## src/rtl/div_unit.sv

```systemverilog
// div_unit: multi-cycle radix-2 restoring divider for MIPS DIV/DIVU.
//   clk, rst             clock, asynchronous active-high reset
//   start_i              divide present in E (held while stall_o is high)
//   signed_i             1 = DIV, 0 = DIVU
//   annul_i              exception flush, aborts and returns to IDLE
//   opdata1_i/opdata2_i  dividend / divisor
//   stall_o              combinational stall request to the hazard unit
//   ready_o              result valid this cycle (one-cycle pulse)
//   result_o             {remainder, quotient}, held until the next completion
module div_unit #(
    parameter int WIDTH = 32
) (
    input  logic               clk,
    input  logic               rst,
    input  logic               start_i,
    input  logic               signed_i,
    input  logic               annul_i,
    input  logic [WIDTH-1:0]   opdata1_i,
    input  logic [WIDTH-1:0]   opdata2_i,
    output logic               stall_o,
    output logic               ready_o,
    output logic [2*WIDTH-1:0] result_o
);
    localparam int CW = $clog2(WIDTH + 1);
    typedef enum logic [1:0] {S_IDLE, S_DIVZERO, S_ON, S_END} state_t;
    state_t           state_q;
    logic [CW-1:0]    cnt_q;
    logic [WIDTH-1:0] rem_q, quo_q, dvs_q, rem_d, quo_d, q_fix, r_fix;
    logic             sa_q, sb_q, ready_q;
    logic [2*WIDTH-1:0] result_q;
    logic [WIDTH:0]   trial;
    logic             sa_d, sb_d;
    assign sa_d    = signed_i & opdata1_i[WIDTH-1];
    assign sb_d    = signed_i & opdata2_i[WIDTH-1];
    // Restoring step: shift the next dividend bit into the partial remainder and keep
    // the trial difference only when it did not borrow.
    assign trial   = {rem_q, quo_q[WIDTH-1]} - {1'b0, dvs_q};
    assign rem_d   = trial[WIDTH] ? {rem_q[WIDTH-2:0], quo_q[WIDTH-1]} : trial[WIDTH-1:0];
    assign quo_d   = {quo_q[WIDTH-2:0], ~trial[WIDTH]};
    assign q_fix   = (sa_q ^ sb_q) ? -quo_d : quo_d;
    assign r_fix   = sa_q ? -rem_d : rem_d;
    assign stall_o = ~annul_i & ((state_q == S_IDLE & start_i) | state_q == S_ON | state_q == S_DIVZERO);
    assign ready_o = ready_q;
    assign result_o = result_q;
    always_ff @(posedge clk or posedge rst) begin
        if (rst) begin
            state_q  <= S_IDLE;
            cnt_q    <= '0;
            rem_q    <= '0;
            quo_q    <= '0;
            dvs_q    <= '0;
            sa_q     <= 1'b0;
            sb_q     <= 1'b0;
            ready_q  <= 1'b0;
            result_q <= '0;
        end else if (annul_i) begin
            state_q <= S_IDLE;
            ready_q <= 1'b0;
        end else begin
            case (state_q)
                S_IDLE: if (start_i) begin
                    sa_q    <= sa_d;
                    sb_q    <= sb_d;
                    dvs_q   <= sb_d ? -opdata2_i : opdata2_i;
                    rem_q   <= '0;
                    // A zero divisor keeps the raw dividend here for the forced remainder.
                    quo_q   <= (opdata2_i == '0) ? opdata1_i : (sa_d ? -opdata1_i : opdata1_i);
                    cnt_q   <= '0;
                    state_q <= (opdata2_i == '0) ? S_DIVZERO : S_ON;
                end
                S_ON: begin
                    rem_q <= rem_d;
                    quo_q <= quo_d;
                    cnt_q <= cnt_q + CW'(1);
                    if (cnt_q == CW'(WIDTH - 1)) begin
                        state_q  <= S_END;
                        ready_q  <= 1'b1;
                        result_q <= {r_fix, q_fix};
                    end
                end
                S_DIVZERO: begin
                    state_q  <= S_END;
                    ready_q  <= 1'b1;
                    result_q <= {quo_q, {WIDTH{1'b1}}};
                end
                default: begin
                    state_q <= S_IDLE;
                    ready_q <= 1'b0;
                end
            endcase
        end
    end
endmodule

```

## config.mk

```make
export PLATFORM = sky130hd
export DESIGN_NAME = div_unit
export DESIGN_NICKNAME = d
export VERILOG_FILES = /design/src/rtl/div_unit.sv
export SDC_FILE = /design/constraint.sdc
export NUM_CORES = 1
export LEC_CHECK = 0
export ABC_AREA = 1
export BUFFER_PORTS_ARGS = -buffer_cell sky130_fd_sc_hd__clkbuf_2
export CORE_MARGIN = 2
export CORE_UTILIZATION = 25
export DETAILED_ROUTE_END_ITERATION = 10
export SYNTH_ARGS = -nofsm -noshare
export SYNTH_HDL_FRONTEND = slang
export SYNTH_SLANG_ARGS = --single-unit
```

## constraint.sdc

```tcl
create_clock -name clk -period 17.1 [get_ports clk]
set_input_delay 2.565 -clock clk [delete_from_list [all_inputs] [get_ports clk]]
set_output_delay 2.565 -clock clk [all_outputs]
set_load 0.02 [all_outputs]
```

# ---- Yosys cells after proc, flatten, opt, wreduce, memory -nomap -nowiden
# Cells that the tools add are included.
dict set report classes {
  n_addsub 6
  n_eq_ne 8
  mux 22
  n_bitwise 9
  n_reduce_logical 9
}
# operator count
set op_table {}
lappend op_table {{two-way mux 32 bit} 8}
lappend op_table {{negation 32 bit} 4}
lappend op_table {{one-hot mux 32 bit (2 select lines)} 2}
lappend op_table {{one-hot mux 64 bit (2 select lines)} 1}
lappend op_table {{two-way mux 64 bit} 1}
lappend op_table {{subtractor 33 x 32 -> 33 bit} 1}
lappend op_table {{zero test 32 bit} 1}
lappend op_table {{one-hot mux 6 bit (2 select lines)} 1}
lappend op_table {{AND reduction 3 bit} 3}
lappend op_table {{two-way mux 2 bit} 4}
lappend op_table {{adder 6 x 1 -> 6 bit (second input constant)} 1}
lappend op_table {{== test 6 x 5 -> 1 bit (second input constant)} 1}
lappend op_table {{two-way mux 6 bit} 1}
lappend op_table {{one-hot mux 2 bit (3 select lines)} 1}
lappend op_table {{bitwise AND 1 bit} 4}
lappend op_table {{inequality test 2 bit (second input constant)} 2}
lappend op_table {{AND reduction 2 bit} 2}
lappend op_table {{nonzero test 2 bit} 2}
lappend op_table {{inequality test 3 x 2 -> 1 bit (second input constant)} 1}
lappend op_table {{inequality test 3 bit (second input constant)} 1}
lappend op_table {{one-hot mux 1 bit (3 select lines)} 1}
lappend op_table {{== test 2 x 1 -> 1 bit (second input constant)} 1}
lappend op_table {{== test 2 bit (second input constant)} 1}
lappend op_table {{zero test 2 bit} 1}
lappend op_table {{other kinds (5)} 8}
dict set report word_totals {
  reg_bits 171
  output_inout_bits 66
}

# ---- Depth between registers and ports, before layout
# Gate-level depths: netlist (run 1).
dict set report depth {
  word_depth 6
  depth_mapped 34
  depth_no_buf 33
}

# ---- Worst setup path before layout (run 1)
# OpenSTA, ideal clock, no wires.
dict set report synth_timing {
  kind {input-to-output}
  from {input port start_i}
  to {output port stall_o}
  t_arrival_ns 3.467
  t_required_ns 14.535
  slack_ns 11.068
  cell_stages 6
  path_buffers 2
  cell_sequence {nand2_1 nor2_1 inv_1 clkbuf_1 clkbuf_1 nand2_1}
}
dict set report synth_between {
  elab_chain_len 4
}
# element line_no
set synth_lines {}
lappend synth_lines {{start: declaration} 15} ;# input logic start_i,
lappend synth_lines {{bitwise AND 1 bit} 42} ;# assign stall_o = ~annul_i & ((state_q == S_IDLE & start_i) | state_q == S_ON | state_q == S_DIVZERO);
lappend synth_lines {{bitwise OR 1 bit (2 in a row)} 42}
lappend synth_lines {{bitwise AND 1 bit} 42}
lappend synth_lines {{end: declaration} 20} ;# output logic stall_o,
# Every way passes these cells.

# ---- Worst setup path in the final report (run 1)
# Same ends and word-level chain as after synthesis.

==> run_results.csv, run 1 <==
group,metric,value,unit
detailed_routing,ant_nets,0,
global_route,antenna_found_initial,1,
clock_network,htree_num_levels,4,
worst_hold_path,worstHoldPathType,"flop to flop",
clock_network,root_buffer,"clkbuf_16",
sta,hold_viol,0,
sta,grt_setup_unrepaired,"no",
detailed_routing,dr.pass1.iters,6,
placement,gp_congestion,0.948,
logic_synthesis,syn_nets,2430,
clock_network,clkSinkCount,171,
status,outcome,"finished, final reports clean",
sta,tightest_slew,1.20,ns
run,drv_cap,0,
worst_setup_path,worst-path-max-fanout,14,
clock_network,clk_path_buf_depth,2,
logic_synthesis,synth-seq-cells,171,
cells_and_area,nets,2519,
global_route,grt_pass1_wl,81200,um
cells_and_area,final_common_cell,"nand2_1",
sta,slew_violations,0,
clock_network,cts_tree,"done",
cells_and_area,diodes,0,
cells_and_area,multi_input_area,8400,um^2
clock_network,cts_made_buffers,17,
clock_network,path_clk_slew,0.07,ns
sta,fin_skew,0.0130,ns
detailed_routing,drtIter0Drc,1418,
clock_network,postCtsSetupRepairBufs,0,
worst_setup_path,worst_setup_path_start_kind,"input port",
die,die_w,243,um
global_route,grt_use_total,17.7,%
logic_synthesis,synthDistinctLibCells,51,
logic_synthesis,syn_area_per_cell,6.16,um^2
logic_synthesis,netlist.area_leader.share,30.0,%
placement,io_buffers,134,
logic_synthesis,yosysWarningCount,0,
logic_synthesis,synth_largest_area_cell,"dfrtp_1",
die,dieArea,59000,um^2
cells_and_area,ff_latch_area,4280,um^2
detailed_routing,vias,14900,
detailed_routing,drc,0,
die,start_util,25.3,%
worst_setup_path,required,14.53,ns
sta,finalSetupViolations,0,
cells_and_area,finish.utilization,28.8,%
sta,timing.fmax,169,MHz
logic_synthesis,synthFlopType,"dfrtp_1",
clock_network,cts_hold_buf,0,
clock_network,cts_resized,0,
sta,setup_tns,0,ns
sta,period_share,34.7,%
die,coreArea,56400,um^2
global_route,grt_overflow,0,
die,die_h,243,um
worst_setup_path,arrival,3.36,ns
sta,period_needed,5.93,ns
logic_synthesis,netlist_area,14300,um^2
worst_setup_path,end_kind,"output port",
detailed_routing,postRouteWirelength,52100,um
worst_setup_path,worst-setup-path-type,"input port to output port",
clock_network,clk_latency,0.48,ns
cells_and_area,final_cell_mix,"747 x nand2_1, 323 x inv_1, 231 x nor2_1",
sta,slew_headroom,19.6,%
logic_synthesis,synth-edff-count,0,
worst_setup_path,max_stage_delay,0.24,ns
cells_and_area,nFillCells,6442,
detailed_routing,viasPerCell,4.68,
logic_synthesis,syn_inst,2319,
cells_and_area,drive_gt1_share,9.58,%
worst_setup_path,cp_cell_sequence,"clkbuf_2, nand2_1, nor2_1, buf_4, inv_1, nand2_1, clkbuf_2",
global_route,grt_pass1_vias,13800,
die,io-pin-count,135,
die,fp-row-count,87,
cells_and_area,area_growth,14.0,%
worst_setup_path,cp_slowest_cell,"buf_4",
placement,dp_hpwl,40900,um
logic_synthesis,ys_seq_area_share,30.0,%
logic_synthesis,async_reset_ff_share,100,%
logic_synthesis,synth_area_leaders,"dfrtp_1 30%, nand2_1 20%, inv_1 8.5%, o21ai_0 6.6%, nor2_1 6.1%",
global_route,grt_start_max_net_pins,67,
detailed_routing,wl_per_cell,16.4,um
synth_stat cells (3+ instances only):
master    instances
nand2_1         747
a21oi_1          94
a31oi_1          16
nand3_2           3
clkinv_1          3
and2_1            3
inv_2            10
xor2_1           58
o221ai_1          5
o32ai_1           3
xnor2_1          14
nand3b_1         10
buf_4             4
nand2_4           5
inv_1           324
nor3_1           30
ha_1             41
o21ai_1          13
nand2_2          18
nand3_1         145
buf_6             3
nor2_2            7
nor2_1          232
o21ai_0         189
nand4_1          23
dfrtp_1         171
buf_2            10
nor4_1            9
and3_1            3
o22ai_1          36
a21oi_2           3
o211ai_1          5
clkbuf_1         59
state kept, by name, indices dropped and copies added (netlist names):
| name | flops |
|---|---|
| dvs_q | 32 |
| result_o | 64 |
| sb_q | 1 |
| sa_q | 1 |
| state_q | 2 |
| ready_o | 1 |
| rem_q | 32 |
| quo_q | 32 |
| cnt_q | 6 |
cell type report:
type	instances	share of cell area, %
Clock buffer	18	2.64
Multi-Input combinational cell	1734	51.6
Clock inverter	14	1.07
Timing Repair Buffer	147	4.72
Inverter	337	7.81
Tap cell	756	5.81
Sequential cell	171	26.3
through the flow:
step	worst slack [ns]	instance area, um^2	hold WS, ns	cells
finish	11.17	16300	0.482	3177
detailed placement	10.96	15700	0.467	3145
global route	11.09	16300	0.509	3177
global placement	11.18	15700	0.463	3145
CTS	11.16	16300	0.488	3177
floorplan	9.90	14300	0.453	2319
routing by layer:
metal / track usage [%] / vias up / wire (um)
met3: 2.36 / 55 / 2590
met4: 5.97 / 2 / 1280
met5: 0 / - / 11
met1: 24.4 / 6798 / 24800
li1: - / 7585 / -
met2: 28.2 / 435 / 23500
final timing paths:
| kind | from | to | slack [ns] | cells after the start |
|---|---|---|---|---|
| min in group asynchronous | rst | result_o[28] | 2.13 | 2 |
| worst min register to register | result_o[59] | result_o[59] | 0.48 | 2 |
| worst max-delay path | start_i | stall_o | 11.17 | 7 |
| worst max register to register | quo_q[31] | result_o[22] | 12.38 | 32 |
| worst min-delay path | result_o[59] | result_o[59] | 0.48 | 2 |
| max in group asynchronous | rst | dvs_q[7] | 13.67 | 3 |
worst max-delay path, delay by kind of cell:
kind,cells,cell delay (ns)
buffers and inverters,4,0.57
AND/OR/NAND/NOR,3,0.23
kinds of logic after synthesis:
| kind of cell | Yosys count | share of synthesized area [%] |
|---|---|---|
| adder cells (fa/ha/maj) | 42 | 3.73 |
| flip-flops | 171 | 30.0 |
| AND/OR/NAND/NOR | 1242 | 36.2 |
| buffers and inverters | 414 | 11.2 |
| AO/OA/AOI/OAI | 378 | 14.4 |
| XOR/XNOR | 72 | 4.42 |
Power of run 1 is not shown: default switching activity piles up to over one toggle a cycle in this logic, so the estimate is an artifact.
==> inputs of run 2 (changes only) <==
==> constraint.sdc (replaced) <==
create_clock -name clk -period 5 [get_ports clk]
set_input_delay 0.75 -clock clk [delete_from_list [all_inputs] [get_ports clk]]
set_output_delay 0.75 -clock clk [all_outputs]
set_load 0.02 [all_outputs]
==> run_results.csv, run 2 (synthesis gave the netlist of run 1 again) <==
group,metric,value,unit
clock_network,htree_num_levels,4,
die,fp-row-count,87,
clock_network,root_buffer,"clkbuf_16",
global_route,grt_start_max_net_pins,172,
sta,timing.fmax,245,MHz
detailed_routing,vias,14700,
global_route,grt_pass1_wl,79400,um
status,outcome,"finished, final reports clean",
clock_network,clk_latency,0.46,ns
worst_setup_path,required,5.38,ns
sta,grt_setup_unrepaired,"no",
detailed_routing,ant_nets,0,
die,die_w,243,um
sta,slew_violations,0,
cells_and_area,diodes,0,
worst_setup_path,worst-setup-path-type,"flop to flop",
worst_setup_path,max_stage_delay,0.40,ns
detailed_routing,postRouteWirelength,50900,um
placement,dp_hpwl,40200,um
cells_and_area,largest_reg_flops,64,
worst_setup_path,worst-path-buf-inv,7,
detailed_routing,drc,0,
detailed_routing,wl_per_cell,16.0,um
placement,io_buffers,134,
worst_setup_path,cp_slowest_cell,"fa_1",
clock_network,path_clk_slew,0.08,ns
worst_setup_path,cpMostUsedCell,"nand2_1",
worst_setup_path,end_kind,"flop",
worst_hold_path,worstHoldPathType,"flop to flop",
die,dieArea,59000,um^2
die,die_h,243,um
die,io-pin-count,135,
global_route,grt_pass1_vias,13900,
clock_network,postCtsSetupRepairBufs,0,
detailed_routing,dr.pass1.iters,5,
sta,hold_viol,0,
cells_and_area,drive_gt1_share,9.81,%
sta,period_needed,4.08,ns
global_route,antenna_found_initial,1,
sta,slew_headroom,33.4,%
sta,timing.hold.ws,0.484,ns
worst_setup_path,worst-path-max-fanout,17,
clock_network,cts_hold_buf,0,
run,drv_cap,0,
clock_network,cts_made_buffers,17,
placement,gp_congestion,0.923,
sta,fin_skew,0.0126,ns
global_route,grt_use_total,17.2,%
cells_and_area,final_common_cell,"nand2_1",
cells_and_area,final_cell_mix,"747 x nand2_1, 323 x inv_1, 231 x nor2_1",
sta,setup_ws,0.915,ns
clock_network,clk_path_buf_depth,2,
global_route,grt_overflow,0,
placement,pre_cts_ws,0.959,ns
sta,finalSetupViolations,0,
detailed_routing,drtIter0Drc,1162,
sta,tightest_slew,0.998,ns
clock_network,cts_resized,0,
die,coreArea,56400,um^2
worst_setup_path,arrival,4.47,ns
cells_and_area,nets,2525,
worst_setup_path,crit_family,"simple AND/OR/NAND/NOR gates",
cells_and_area,nFillCells,6403,
die,start_util,25.3,%
detailed_routing,viasPerCell,4.62,
cells_and_area,area_growth,14.2,%
clock_network,cts_tree,"done",
sta,period_share,81.7,%
clock_network,clkSinkCount,171,
sta,setup_tns,0,ns
worst_setup_path,worst_setup_path_start_kind,"flop",
[run 2: cell count changes in the layout (fill, tap and decap cells not counted), sizes merged]
cell      change
buf           +6
bufinv        -1
clkinvlp      -1
inv           +1
[run 2: path summary, 6_finish.rpt]
check                              from            to  slack (ns)  cells after the start
min                        result_o[49]  result_o[49]        0.48                      2
max in group asynchronous           rst     dvs_q[21]        3.70                      3
min reg2reg                result_o[49]  result_o[49]        0.48                      2
max reg2reg                   quo_q[31]  result_o[22]        0.92                     32
min in group asynchronous           rst  result_o[17]        0.53                      3
max                           quo_q[31]  result_o[22]        0.92                     32
[run 2: area by class of cell]
class | instances | area (um^2) | share of cell area, %
well taps | 756 | 946 | 5.80
inverters | 337 | 1270 | 7.78
repair buffers | 153 | 826 | 5.07
clock inverters | 13 | 140 | 0.860
flip-flops and latches | 171 | 4280 | 26.3
multi-input cells | 1734 | 8400 | 51.5
clock buffers | 18 | 439 | 2.69
[run 2: stage by stage]
stage | std cells | utilization, % | instance area (um^2)
2_1_floorplan | 2319 | - | 14300
3_3_place_gp | 3151 | 27.9 | 15700
3_5_place_dp | 3151 | 27.9 | 15700
4_1_cts | 3182 | 28.9 | 16300
5_1_grt | 3182 | 28.9 | 16300
6_report | 3182 | 28.9 | 16300
[run 2: worst register-to-register path, delay by kind of cell, from the launching register on]
kind	cells	cell delay [ns]
buf+inv	7	0.63
simple gates	21	2.12
flops	1	0.36
compound gates	1	0.12
fa+ha+maj	3	0.77
[run 2: layer usage]
metal / GRT usage (%) / part of all wire, % / vias up
met3: 2.30 / 4.5 / 81
met2: 28.1 / 46 / 384
li1: - / - / 7573
met5: 0 / 0.0059 / -
met4: 6.55 / 3.4 / 2
met1: 23.1 / 46 / 6647
Power of run 2 is left out for the same reason.
